File: config.mk
export PLATFORM = sky130hd
export DESIGN_NAME = dmem_arbiter
export DESIGN_NICKNAME = d
export VERILOG_FILES = /design/src/rtl/dmem_arbiter.sv
export SDC_FILE = /design/constraint.sdc
export NUM_CORES = 1
export LEC_CHECK = 0
export CAP_MARGIN = 20
export CORE_MARGIN = 10
export CORE_UTILIZATION = 40
export CTS_CLUSTER_DIAMETER = 200
export CTS_CLUSTER_SIZE = 25
export DETAILED_ROUTE_END_ITERATION = 12
export PLACE_DENSITY = 0.85
export RECOVER_POWER = 100
export SLEW_MARGIN = 20
export SYNTH_ARGS = -nofsm -noshare
export SYNTH_HDL_FRONTEND = slang
export SYNTH_SLANG_ARGS = --single-unit
File: constraint.sdc
create_clock -name clk -period 2.5 [get_ports clk]
set_input_delay 0.375 -clock clk [delete_from_list [all_inputs] [get_ports clk]]
set_output_delay 0.375 -clock clk [all_outputs]
set_load 0.02 [all_outputs]
File: src/rtl/dmem_arbiter.sv
// dmem_arbiter
//   Shares the single data-memory port between two requesters:
//   port 0 = CPU load/store path, port 1 = IO/DMA path. Accesses are
//   serialised with a req/ack handshake; ties are resolved round-robin
//   (FIXED_PR=0) or always in favour of port 0 (FIXED_PR=1). This block
//   owns every Memory control strobe.
//
// Parameters
//   RD_LAT    cycles dm_cs/dm_rd are held before dm_out is captured (1..15)
//   FIXED_PR  0 = round-robin on tie, 1 = port 0 always wins a tie
//
// Ports
//   clk, reset                  clock, synchronous active-high reset
//   req0/wr0/addr0/wdata0       port 0 request, direction, address, write data
//   rdata0/ack0                 port 0 read data and one-cycle completion pulse
//   req1/wr1/addr1/wdata1       port 1 request, direction, address, write data
//   rdata1/ack1                 port 1 read data and one-cycle completion pulse
//   busy                        high whenever a transaction is in flight
//   gnt                         owner of the current transaction
//   dm_cs/dm_rd/dm_wr           memory chip select, read and write strobes
//   dm_address/dm_d_in          memory address and write data
//   dm_out                      memory read data

module dmem_arbiter #(
    parameter int unsigned RD_LAT   = 1,
    parameter bit          FIXED_PR = 1'b0
) (
    input  logic        clk,
    input  logic        reset,

    input  logic        req0,
    input  logic        wr0,
    input  logic [31:0] addr0,
    input  logic [31:0] wdata0,
    output logic [31:0] rdata0,
    output logic        ack0,

    input  logic        req1,
    input  logic        wr1,
    input  logic [31:0] addr1,
    input  logic [31:0] wdata1,
    output logic [31:0] rdata1,
    output logic        ack1,

    output logic        busy,
    output logic        gnt,

    output logic        dm_cs,
    output logic        dm_rd,
    output logic        dm_wr,
    output logic [31:0] dm_address,
    output logic [31:0] dm_d_in,
    input  logic [31:0] dm_out
);

    typedef enum logic [1:0] {
        IDLE   = 2'd0,
        ACCESS = 2'd1,
        ACK    = 2'd2
    } state_t;

    localparam logic [3:0] LAT = 4'(RD_LAT);

    state_t      state;
    logic [3:0]  cnt;        // ACCESS cycles remaining, including the current one
    logic        last;       // owner of the most recently completed transaction
    logic        winner;
    logic        sel_wr;
    logic [31:0] sel_addr;
    logic [31:0] sel_wdata;

    // Arbitration on the live request lines; only consulted in IDLE.
    always_comb begin
        if (req0 && req1) begin
            winner = FIXED_PR ? 1'b0 : ~last;
        end else begin
            winner = req1;
        end
        sel_wr    = winner ? wr1    : wr0;
        sel_addr  = winner ? addr1  : addr0;
        sel_wdata = winner ? wdata1 : wdata0;
    end

    // Address and write data are registered at grant time; the requester
    // keeps them stable until ack, so this matches driving them from the
    // live inputs during ACCESS while keeping every memory strobe glitch-free.
    always_ff @(posedge clk) begin
        if (reset) begin
            state      <= IDLE;
            cnt        <= '0;
            last       <= 1'b1;
            gnt        <= 1'b0;
            busy       <= 1'b0;
            ack0       <= 1'b0;
            ack1       <= 1'b0;
            rdata0     <= '0;
            rdata1     <= '0;
            dm_cs      <= 1'b0;
            dm_rd      <= 1'b0;
            dm_wr      <= 1'b0;
            dm_address <= '0;
            dm_d_in    <= '0;
        end else begin
            ack0 <= 1'b0;
            ack1 <= 1'b0;
            case (state)
                IDLE: begin
                    if (req0 || req1) begin
                        state      <= ACCESS;
                        gnt        <= winner;
                        busy       <= 1'b1;
                        dm_cs      <= 1'b1;
                        dm_rd      <= ~sel_wr;
                        dm_wr      <= sel_wr;
                        dm_address <= sel_addr;
                        dm_d_in    <= sel_wr ? sel_wdata : '0;
                        // Writes always take a single ACCESS cycle.
                        cnt        <= sel_wr ? 4'd1 : LAT;
                    end
                end
                ACCESS: begin
                    if (cnt == 4'd1) begin
                        if (dm_rd) begin
                            if (gnt) begin
                                rdata1 <= dm_out;
                            end else begin
                                rdata0 <= dm_out;
                            end
                        end
                        if (gnt) begin
                            ack1 <= 1'b1;
                        end else begin
                            ack0 <= 1'b1;
                        end
                        dm_cs      <= 1'b0;
                        dm_rd      <= 1'b0;
                        dm_wr      <= 1'b0;
                        dm_address <= '0;
                        dm_d_in    <= '0;
                        state      <= ACK;
                    end else begin
                        cnt <= cnt - 4'd1;
                    end
                end
                ACK: begin
                    state <= IDLE;
                    busy  <= 1'b0;
                    last  <= gnt;
                end
                default: begin
                    state      <= IDLE;
                    busy       <= 1'b0;
                    dm_cs      <= 1'b0;
                    dm_rd      <= 1'b0;
                    dm_wr      <= 1'b0;
                    dm_address <= '0;
                    dm_d_in    <= '0;
                end
            endcase
        end
    end

endmodule

* Word level (Yosys, flattened, before mapping)
Index checks and enable logic that the tools add are counted.
** Storage, ports and cells
- Memory bits (writable) :: 0
- Memories kept :: 0
- Logic and storage cells :: 65
- Memory bits (read-only) :: 0
- Register bits :: 142
- Bits in latches :: 0
- Output and inout bits :: 135
- Input port bits :: 166
** Operators by class
- Eq/ne operators :: 6
- Magnitude comparators :: 0
- $mul :: 0
- Multiplexer cells :: 26
- Bitwise logic cells :: 6
- Shifts and indexed selects :: 0
- Reductions and logical operators :: 12
- Divide/modulo/power cells :: 0
- Add/subtract/negate cells :: 1
** Operators by type and width (number)
- $mux 32 :: 6
- $pmux 32 s3 :: 2
- $pmux 1 s3 :: 3
- $mux 1 :: 8
- $mux 4 :: 2
- $pmux 4 s2 :: 1
- $reduce_and 4->1 :: 2
- $ne 2x2->1 const B :: 3
- $not 1->1 :: 6
- $reduce_and 2->1 :: 3
- $reduce_and 3->1 :: 2
- $eq 4x1->1 const B :: 1
- $mux 2 :: 2
- $pmux 2 s2 :: 1
- $sub 4x1->4 const B :: 1
- $reduce_or 3->1 :: 1
- $eq 2x1->1 const B :: 1
- $eq 2x2->1 const B :: 1
- $logic_not 2->1 :: 1
- $pmux 1 s2 :: 1
- $reduce_bool 2->1 :: 1
- $logic_and 1x1->1 :: 1
- $logic_or 1x1->1 :: 1

* Depth between registers and ports, before layout
Gate-level depths: netlist of the first run.
- Depth in word-level cells :: 6
- Depth in mapped cells :: 9
- Gate-level depth less buffers :: 6

* Worst setup path after synthesis of the first run
OpenSTA, ideal clock, no wires.
- Path kind :: reg2reg
- From :: reg cnt[0]
- To :: reg rdata0[0]
- Setup slack :: 0.559 ns
- Data arrival time :: 1.798 ns
- Required time :: 2.357 ns
- Setup time :: 0.143 ns
- Period minus slack after synthesis :: 1.941 ns
- Cell stages (with the launch flop) :: 9
- Path buffers :: 3
- Cells stage by stage :: dfxtp_1 -> ha_1 -> or3b_1 -> buf_2 -> or4_1 -> buf_4 -> buf_6 -> nand2_2 -> a21oi_2
** On the way
- Cells in the longest elaborated chain, start to end :: 2
** RTL lines
- start: declaration :: RTL line 65 : logic [3:0] cnt;
- start signal: assignment :: RTL line 118 : cnt <= sel_wr ? 4'd1 : LAT;
- start signal: assignment :: RTL line 142 : cnt <= cnt - 4'd1;
- $eq 4x1->1 :: RTL line 122 : if (cnt == 4'd1) begin
- $reduce_and 4->1 (no line)
- end signal: assignment :: RTL line 127 : rdata0 <= dm_out;
- end: declaration :: RTL line 35 : output logic [31:0] rdata0,
No other way between the ends.
A chain may end at the register's enable or synchronous reset.

* Worst setup path after layout of the first run
- From :: in req1
- To :: reg dm_d_in[0]
** On the way
- Cells in the longest elaborated chain, start to end :: 6
- Elaborated cells between the ends (all ways) :: 10
- Those cells by class :: eq/ne (1); mux (6); reduce/logical (3)
** RTL lines
- start: declaration :: RTL line 38 : input logic req1,
- $logic_and 1x1->1 :: RTL line 74 : if (req0 && req1) begin
- $mux 1 :: RTL line 74
- $mux 32 / $mux 1 (equally long branches) :: RTL line 81, 79
- $mux 32 :: RTL line 116 : dm_d_in <= sel_wr ? sel_wdata : '0;
- $mux 32 :: RTL line 108 : if (req0 || req1) begin
- $pmux 32 s3 :: RTL line 106 : case (state)
- end signal: assignment :: RTL line 116
- end: declaration :: RTL line 52 : output logic [31:0] dm_d_in,
Several ways; a longest one is shown, not always the timed one. The select of a mux whose other input is x is not followed.

==> results of run 1 <==
==> worst max-delay path: cells and delay by family <==
kind	cells	cell delay [ns]
compound gates	2	0.33
mux	1	0.34
buf+inv	2	1.50
==> registers in the layout, summed over array words and instances, names as in the netlist <==
signal      cells
dm_address     32
dm_d_in        32
rdata0         32
rdata1         32
cnt             4
state           2
ack0            1
ack1            1
busy            1
dm_cs           1
dm_rd           1
dm_wr           1
gnt             1
last            1
==> stage by stage <==
stage          utilization  setup slack (ns)  power, mW
2_1_floorplan            -            0.5590      3.057
3_3_place_gp        0.6375            0.3194      3.656
3_5_place_dp        0.6375            0.2601      3.673
4_1_cts             0.6812            0.2403      6.302
5_1_grt             0.6745           0.09687      6.437
6_report            0.6745            0.2350      6.195
==> area by class of cell <==
| type | instances | share of cell area |
|---|---|---|
| clock buffer | 26 | 0.05397 |
| multi-input combinational | 404 | 0.2764 |
| clock inverter | 5 | 0.01087 |
| timing repair buffer | 316 | 0.3322 |
| sequential | 142 | 0.3013 |
| tap | 180 | 0.02387 |
| antenna | 1 | 0.0002652 |
| inverter | 3 | 0.001193 |
==> layer usage <==
| metal | share of wire | vias to the layer above | routed length, um | global-route usage |
|---|---|---|---|---|
| met3 | 0.11 | 21 | 2255 | 0.1119 |
| met4 | 0.017 | 0 | 355 | 0.06304 |
| met1 | 0.37 | 2563 | 7684 | 0.2055 |
| met5 | 0 | - | 0 | 0 |
| li1 | - | 2636 | - | - |
| met2 | 0.50 | 200 | 10340 | 0.3417 |
==> synthesized netlist by cell type (2+ instances only) <==
cell type  number  area (sq um)
dfxtp_1       142          2843
nand2_1       102         382.9
nor2_1         39         146.4
a21oi_1        38         190.2
a22oi_1        34         255.2
mux2i_1        33         330.3
mux2_2         32         360.4
o2bb2ai_1      32         280.3
a21oi_2        30         262.8
nand2_2        30         187.7
clkbuf_1       24         90.09
buf_2          18         90.09
nor3_1          5         25.02
nor2b_1         4         25.02
buf_6           3         33.78
inv_1           3         11.26
buf_1           2         7.510
buf_4           2         15.01
ha_1            2         25.02
nand2b_1        2         12.51
nand3_1         2         10.01
or3_1           2         12.51
xor2_1          2         17.52
==> cell families after synthesis <==
kind of cell / after synthesis / share of synthesized area
DFF: 142 / 0.4949
xor gates and xnor gates: 2 / 0.003050
adders and majority gates: 2 / 0.004356
muxes: 65 / 0.1202
buffers and inverters: 52 / 0.04313
and+or+nand+nor: 192 / 0.1488
AOI/OAI and AO/OA: 143 / 0.1856
==> worst min-delay path by stage <==
| stage | from | depth (start not counted) | slack [ns] | to |
|---|---|---|---|---|
| floorplan | cnt[0]$_SDFFE_PP0P_ | 2 | 0.47 | cnt[0]$_SDFFE_PP0P_ |
| finish | reset | 2 | 0.39 | gnt$_SDFFE_PP0P_ |
| detailed placement | dm_d_in[3]$_SDFFE_PP0P_ | 1 | 0.45 | dm_d_in[3]$_SDFFE_PP0P_ |
| global route | reset | 2 | 0.39 | rdata0[29]$_SDFFE_PP0P_ |
| CTS | reset | 2 | 0.38 | rdata0[1]$_SDFFE_PP0P_ |
| global placement | rdata1[31]$_SDFFE_PP0P_ | 2 | 0.44 | rdata1[31]$_SDFFE_PP0P_ |
==> power by group through the flow <==
stage	combinational, mW	sequential, mW	clock [mW]
3_3_place_gp	1.16	2.50	0
6_report	1.12	2.45	2.62
3_5_place_dp	1.17	2.50	0
2_1_floorplan	0.432	2.63	0
5_1_grt	1.21	2.47	2.76
4_1_cts	1.18	2.46	2.67
==> metrics.md, run 1 <==
| Metric | Value |
|---|---|
| Mapped Cells | 598 |
| Fin crit period | 2.265 ns |
| Fin nets | 1052 |
| Final period util | 0.9060 |
| Drt wl/cell | 19.16 um |
| Slew margin rel. | 0.1280 |
| Fraction of layout cells with a size suffix above 1 | 0.1261 |
| Mapped cell area | 5744 sq um |
| Internal power | 4.645 mW |
| Sequential-to-total area share from yosys stat | 0.4949 |
| Arr. time, crit path | 2.56 ns |
| CTS Sinks | 142 |
| Setup crit end | dm_d_in[0]$_SDFFE_PP0P_ |
| Worst R2R Path Depth | 6 |
| Vias | 5420 |
| Gate power share | 0.181 |
| Synth Net Count | 766 |
| CP max-delay cell | clkbuf_1 |
| Initial antenna violation count | 1 |
| Worst-margin pin slew | 1.308 ns |
| Crit start category | input port |
| DPL Wire Length | 15370 um |
| Largest net degree at the start of global routing | 55 |
| Post-synth cell types | 38 |
| Clock latency on the worst-skew pair | 0.42 ns |
| Area Overhead vs Synth | 64.26% |
| Flip-flop and latch count after synthesis | 142 |
| Sequential fraction of design power | 0.396 |
| CP Data Required Time | 2.80 ns |
| CP Cell Sequence | clkdlybuf4s50_1 -> a21boi_4 -> clkbuf_1 -> mux2i_1 -> o2bb2ai_1 |
| Max Clk Rate | 441.5 MHz |
| Non-Filler Instances | 1077 |
| Net Sw Power | 1.550 mW |
| Clock Tree Buf Depth | 2 |
| Commonest non-fill, non-tap cell in the layout | clkdlybuf4s50_1 |
| Ys Warns | 0 |
| Number of DRC markers in iteration 0 | 261 |
| First-pass GRT wire length | 31460 um |
| Setup violators final | 0 |
| Area of the multi-input gates | 2608 sq um |
| CTS root buf | clkbuf_16 |
| Post-CTS Setup Bufs | 0 |
| Sw frac | 0.2502 |
| Clock-pin transition on the worst setup and hold timing paths | 0.06 ns |
| Cells after DPL | 1045 |
| Status | complete, no violations |
| Crit end category | flop |
| Global route total overflow | 0 |
| CTS tree | yes |
| Design Area, Final | 9435 sq um |
| Fin. Hold Viols | 0 |
| FF+latch area | 2843 sq um |
| Fill cells | 1138 |
| # rows | 43 |
| Die Span Y | 139.8 um |
| Drt total wl | 20630 um |
| Die X | 139.8 um |
| Top fanout value on the critical path | 19 |
| Post-CTS Resized | 0 |
| CP Launch Point | req1 |
| Antenna-violating nets left | 0 |
| Setup Skew | 0.007383 ns |
| # IOs | 301 |
| Max-slew violation count | 0 |
| Die Area | 19550 sq um |
| RR Endpoint | rdata1[3]$_SDFFE_PP0P_ |
| Commonest cells after routing, fill and taps aside | clkdlybuf4s50_1, dfxtp_1, dlygate4sd3_1 |
| Synth Flop Type | dfxtp_1 |
| Num CTS Buffers | 17 |
| RSZ-0062 raised after global routing | no |
| Max Cap Violations | 0 |
| All-Layer GR Usage | 0.2009 |
| PwrDens | 656.5 nW/um^2 |
| CTS Hold Bufs | 0 |
| Vias in the first global route | 5641 |
| Critical path class | in2reg |
| Share of async-settable or async-resettable flops after synthesis | 0 |
| Worst VDD drop | 0.5350 mV |
| Reg-to-reg slack, setup | 0.26 ns |
| Initial Util | 0.4106 |
| Core box area | 13990 sq um |
| FF-to-FF Start | cnt[0]$_SDFFE_PP0P_ |
| Worst Hold Class | in2reg |
| I/O Buffers | 300 |
| Clk pwr share | 0.423 |
| P_leak | 3.763 nW |
| DRT Pass-1 Iters | 6 |
| Post-synth EDFFs | 0 |
| # DRC | 0 |
| H-tree levels | 4 |
| DR vias/cell | 5.032 |
| Gpl congestion | 0.8211 |
| Crit-path max cell delay | 0.98 ns |
| WHS | 0.3921 ns |
| Placed instance area | 8917 sq um |
| Post-Route Setup TNS | 0 ns |
| Avg Synthesized Cell Area | 9.606 sq um |
No activity file was read; power rests on OpenSTA's default activity.
==> run 2: changes to the inputs <==
- GPL_TIMING_DRIVEN: not set -> 0
==> run 2 against run 1 <==
Fmax increased by 1.8%. Non-clock buffer count increased by 33. Clock skew decreased by 0.0014 ns. Sequential power about the same. Register-to-register slack about the same. Combinational power about the same. Die area unchanged. Wire length increased by 3.1%. Sequential share of layout area decreased by 0.068 points. Largest power group is now registers.
==> metrics.md, run 2 (same netlist as run 1, synthesis figures left out) <==
| Metric | Value |
|---|---|
| Antenna-violating nets left | 0 |
| CP dominant cell by count | clkbuf_1 |
| Number of diodes | 0 |
| RR Endpoint | rdata0[8]$_SDFFE_PP0P_ |
| Top fanout value on the critical path | 10 |
| Num CTS Buffers | 17 |
| Internal power | 4.384 mW |
| First-pass GRT wire length | 33110 um |
| Worst Hold Depth | 2 |
| Arr. time, crit path | 2.49 ns |
| WP buf/inv | 3 |
| Cells after DPL | 1078 |
| Setup violators final | 0 |
| Non-Filler Instances | 1109 |
| I/O Buffers | 300 |
| GRT busiest layer | met2 |
| Global-route track usage on met2 | 0.3667 |
| Number of DRC markers in iteration 0 | 221 |
| All-Layer GR Usage | 0.2127 |
| Max Cap Violations | 0 |
| Area Overhead vs Synth | 64.63% |
| # IOs | 301 |
| Critical path class | reg2reg |
| DPL Wire Length | 16630 um |
| Reg-to-reg slack, setup | 0.27 ns |
| Vias in the first global route | 6005 |
| Post-CTS Setup Bufs | 0 |
| Crit-path max cell delay | 0.42 ns |
| Clock latency on the worst-skew pair | 0.42 ns |
| PwrDens | 629.5 nW/um^2 |
| Clock-pin transition on the worst setup and hold timing paths | 0.06 ns |
| Final period util | 0.8902 |
| Commonest non-fill, non-tap cell in the layout | clkdlybuf4s50_1 |
| DR vias/cell | 5.010 |
| Largest net degree at the start of global routing | 17 |
| Worst VDD drop | 0.4504 mV |
| Fin nets | 1085 |
| CTS Hold Bufs | 0 |
| Fraction of layout cells with a size suffix above 1 | 0.1378 |
| Die X | 139.8 um |
| Clk pwr share | 0.396 |
| CP Cell Sequence | ha_1 -> or3b_1 -> clkbuf_1 -> or4_1 -> clkbuf_1 -> buf_6 -> nand2_2 -> a21oi_1 |
| Met3 Track Usage GR | 0.1058 |
| Drt total wl | 21270 um |
| Max-slew violation count | 0 |
| Sw frac | 0.2637 |
| Sequential fraction of design power | 0.412 |
| CP max-delay cell | or4_1 |
| Top delay family on crit path | simple AND/OR/NAND/NOR gates |
| # DRC | 0 |
| Initial Util | 0.4106 |
| Max Clk Rate | 449.4 MHz |
| Gpl congestion | 0.8355 |
| Crit start category | flop |
| Worst R2R Path Depth | 8 |
| Net Sw Power | 1.570 mW |
| Drt wl/cell | 19.18 um |
| Worst-margin pin slew | 0.7509 ns |
| Fin crit period | 2.225 ns |
| Vias | 5556 |
| Slew margin rel. | 0.4994 |
| Fill cells | 1129 |
| DRT Pass-1 Iters | 4 |
| FF+latch area | 2843 sq um |
| Gate power share | 0.191 |
| Global route total overflow | 0 |
| Worst Hold Path EP | rdata1[19]$_SDFFE_PP0P_ |
| CP Data Required Time | 2.76 ns |
| Fin. Hold Viols | 0 |
| Die Span Y | 139.8 um |
| Commonest cells after routing, fill and taps aside | clkdlybuf4s50_1, dfxtp_1, dlygate4sd3_1 |
| GR Util met1 | 0.2254 |
| Status | complete, no violations |
| P_leak | 3.784 nW |
| Post-Route Setup TNS | 0 ns |
| Crit end category | flop |
| Initial antenna violation count | 0 |
| Setup Skew | 0.005942 ns |
| Core box area | 13990 sq um |
| RSZ-0062 raised after global routing | no |
| Clock Tree Buf Depth | 2 |
| CTS root buf | clkbuf_16 |
| Hold path start | rdata1[19]$_SDFFE_PP0P_ |
| # rows | 43 |
| CTS Sinks | 142 |
| CTS tree | yes |
| CP Launch Point | cnt[0]$_SDFFE_PP0P_ |
| H-tree levels | 4 |
| FF-to-FF Start | cnt[0]$_SDFFE_PP0P_ |
| Worst Hold Class | reg2reg |
| Post-CTS Resized | 0 |
| Area of the multi-input gates | 2601 sq um |
| Die Area | 19550 sq um |
## run 2: power by group through the flow
stage	clock network, mW	registers (mW)	logic [mW]
floorplan	0	2.63	0.432
global placement	0	2.50	1.17
detailed placement	0	2.50	1.18
CTS	2.40	2.46	1.19
global route	2.52	2.47	1.24
finish	2.36	2.46	1.14
## run 2: metal layers
layer | share of wire | up-vias | routed length [um]
met5 | 0 | - | 0
met4 | 0.014 | 0 | 295
met1 | 0.38 | 2605 | 8064
met2 | 0.51 | 222 | 10770
met3 | 0.10 | 21 | 2140
li1 | - | 2708 | -
## run 2: how the worst max path moves through the flow
| stage | end | slack, ns | cells past startpoint |
|---|---|---|---|
| global placement | dm_address[29]$_SDFFE_PP0P_ | -0.04 | 5 |
| floorplan | rdata0[0]$_SDFFE_PP0P_ | 0.56 | 8 |
| finish | rdata0[8]$_SDFFE_PP0P_ | 0.27 | 8 |
| detailed placement | dm_d_in[22]$_SDFFE_PP0P_ | -0.06 | 7 |
| CTS | rdata0[8]$_SDFFE_PP0P_ | 0.30 | 7 |
| global route | dm_d_in[9]$_SDFFE_PP0P_ | 0.08 | 8 |
## run 2: through the flow
step | hold slack [ns] | total power, mW | instance area [sq um] | util | worst slack [ns]
3_5_place_dp | 0.4455 | 3.687 | 8972 | 0.6414 | -0.05733
5_1_grt | 0.4692 | 6.221 | 9457 | 0.6760 | 0.08461
2_1_floorplan | 0.4747 | 3.057 | 5744 | - | 0.5590
6_report | 0.4497 | 5.953 | 9457 | 0.6760 | 0.2746
4_1_cts | 0.4534 | 6.058 | 9517 | 0.6803 | 0.3037
3_3_place_gp | 0.4419 | 3.669 | 8972 | 0.6414 | -0.03540
## run 2: final cells by class
type | instances | area share
flip-flops and latches | 142 | 0.3006
inverters | 3 | 0.001191
multi-input cells | 404 | 0.2751
well taps | 180 | 0.02382
clock buffers | 24 | 0.05094
clock inverters | 7 | 0.006616
plain buffers | 49 | 0.02421
repair buffers | 300 | 0.3175
## run 2: worst min-delay path, stage by stage (launching register included)
cell and delay (ns):
dfxtp_1 0.30, nand2_1 0.05, a21oi_1 0.05
==> run 3: changes to the inputs <==
- CORE_UTILIZATION: 40 -> 43
- PLACE_DENSITY: 0.85 -> 0.9
- clock period: 2.5 -> 2.65 ns (I/O delays scaled with it)
==> run 3 against run 2 <==
Sequential share of layout area grew 0.14 points. Design area down 0.46%. Clock-buffer cell count did not move. Largest power group unchanged. Worst setup slack better by 0.014 ns. Flip-flop and latch count is the same. Sequential power down 6%. Largest cell class unchanged. Via count up 0.81%. Global-route usage up 2.0 points. Combinational power fell by 4%. Non-clock buffer count is the same. First-iteration DRC count grew 14%. Clock skew about the same.
==> metrics.md, run 3 (same netlist as run 1, synthesis figures left out) <==
| Metric | Value |
|---|---|
| RSZ-0062 raised after global routing | no |
| CP Data Required Time | 2.92 ns |
| PwrDens | 595.6 nW/um^2 |
| CTS Hold Bufs | 0 |
| Fill cells | 993 |
| Crit end category | flop |
| First-pass GRT wire length | 33350 um |
| Crit-path max cell delay | 0.42 ns |
| CP Launch Point | cnt[0]$_SDFFE_PP0P_ |
| # rows | 42 |
| Die X | 135.6 um |
| Vias | 5601 |
| Area Overhead vs Synth | 63.86% |
| Hold path start | rdata1[4]$_SDFFE_PP0P_ |
| Drt total wl | 21840 um |
| DR vias/cell | 5.060 |
| Max Cap Violations | 0 |
| CTS Sinks | 142 |
| FF+latch area | 2843 sq um |
| Final worst slack | 0.2881 ns |
| Worst Hold Class | reg2reg |
| WP buf/inv | 3 |
| Max-slew violation count | 0 |
| Commonest non-fill, non-tap cell in the layout | clkdlybuf4s50_1 |
| I/O Buffers | 300 |
| # IOs | 301 |
| Fraction of layout cells with a size suffix above 1 | 0.1237 |
| Area of the multi-input gates | 2591 sq um |
| Setup crit end | rdata0[18]$_SDFFE_PP0P_ |
| Worst VDD drop | 0.4263 mV |
| CP dominant cell by count | clkbuf_1 |
| CTS tree | yes |
| Global route total overflow | 0 |
| Fin. Hold Viols | 0 |
| FF-to-FF Start | cnt[0]$_SDFFE_PP0P_ |
| Arr. time, crit path | 2.64 ns |
| Fin nets | 1085 |
| Critical Path Stages | 8 |
| Reg-to-reg slack, setup | 0.29 ns |
| Vias in the first global route | 6049 |
| Clock Tree Buf Depth | 2 |
| CP max-delay cell | or4_1 |
| Post-CTS Setup Bufs | 0 |
| # DRC | 0 |
| DPL Wire Length | 16770 um |
| Die Span Y | 135.6 um |
| Initial Util | 0.4355 |
| Gpl congestion | 0.8099 |
| Drt wl/cell | 19.72 um |
| Clock latency on the worst-skew pair | 0.41 ns |
| Top fanout value on the critical path | 10 |
| Setup Skew | 0.005531 ns |
| Worst R2R Path Depth | 8 |
| Slew margin rel. | 0.4743 |
| WHS | 0.4495 ns |
| Post-CTS Resized | 0 |
| Max Clk Rate | 423.4 MHz |
| Worst-margin pin slew | 0.7885 ns |
| Die Area | 18380 sq um |
| Commonest cells after routing, fill and taps aside | clkdlybuf4s50_1, dfxtp_1, dlygate4sd3_1 |
| Critical path class | reg2reg |
| CP Cell Sequence | ha_1 -> or3b_1 -> clkbuf_1 -> or4_1 -> clkbuf_1 -> clkbuf_1 -> nand2_1 -> a21oi_2 |
| Worst slack at placement | 0.01215 ns |
| Num CTS Buffers | 17 |
| Largest net degree at the start of global routing | 17 |
| Antenna-violating nets left | 0 |
| Final period util | 0.8913 |
| Top delay family on crit path | simple AND/OR/NAND/NOR gates |
| H-tree levels | 4 |
| All-Layer GR Usage | 0.2325 |
| Crit start category | flop |
| Clock-pin transition on the worst setup and hold timing paths | 0.06 ns |
| Post-Route Setup TNS | 0 ns |
| Initial antenna violation count | 0 |
| Fin crit period | 2.362 ns |
| CTS root buf | clkbuf_16 |
| Setup violators final | 0 |
| Core box area | 13190 sq um |
| DRT Pass-1 Iters | 5 |
| P_leak | 3.761 nW |
| Number of DRC markers in iteration 0 | 252 |
| RR Endpoint | rdata0[18]$_SDFFE_PP0P_ |
| Status | complete, no violations |
## run 3: area by class of cell
| type | count | share of cell area |
|---|---|---|
| clock buffers | 24 | 0.05011 |
| repair buffers | 300 | 0.3190 |
| inverters | 3 | 0.001196 |
| plain buffers | 49 | 0.02180 |
| clock inverters | 8 | 0.006912 |
| well taps | 176 | 0.02339 |
| flip-flops and latches | 142 | 0.3020 |
| diodes | 1 | 0.0002659 |
| multi-input cells | 404 | 0.2753 |
## run 3: how the worst min path moves through the flow
stage	endpoint	cells after the start
2_1_floorplan	cnt[0]$_SDFFE_PP0P_	2
5_1_grt	rdata0[28]$_SDFFE_PP0P_	2
4_1_cts	rdata1[5]$_SDFFE_PP0P_	2
6_report	rdata1[4]$_SDFFE_PP0P_	2
3_3_place_gp	rdata1[29]$_SDFFE_PP0P_	2
3_5_place_dp	dm_d_in[4]$_SDFFE_PP0P_	1
## run 3: routing by layer
metal / vias up / GRT usage / wire [um] / part of all wire
li1: 2717 / - / - / -
met1: 2652 / 0.2501 / 8211 / 0.38
met2: 210 / 0.4131 / 11310 / 0.52
met3: 22 / 0.08754 / 1975 / 0.090
met4: 0 / 0.06878 / 334 / 0.015
met5: - / 0 / 0 / 0
## run 3: tightest hold or removal path, cell delays in order, from the launching register on
cell     delay [ns]
dfxtp_1        0.30
nand2_1        0.05
a21oi_1        0.05
## run 3: where the power goes
| group | total, mW | internal (mW) | switching (mW) |
|---|---|---|---|
| Clock | 2.20 | 1.33 | 0.873 |
| Combinational | 1.09 | 0.534 | 0.553 |
| Sequential | 2.32 | 2.25 | 0.0689 |
## run 3: metrics by stage
step                total power, mW  instance area (sq um)  instances    util
finish                        5.606                   9413       1107  0.7136
global placement              3.462                   8967       1074  0.6799
detailed placement            3.485                   8967       1074  0.6799
CTS                           5.689                   9504       1106  0.7205
floorplan                     2.884                   5744        598       -
global route                  5.820                   9410       1106  0.7134
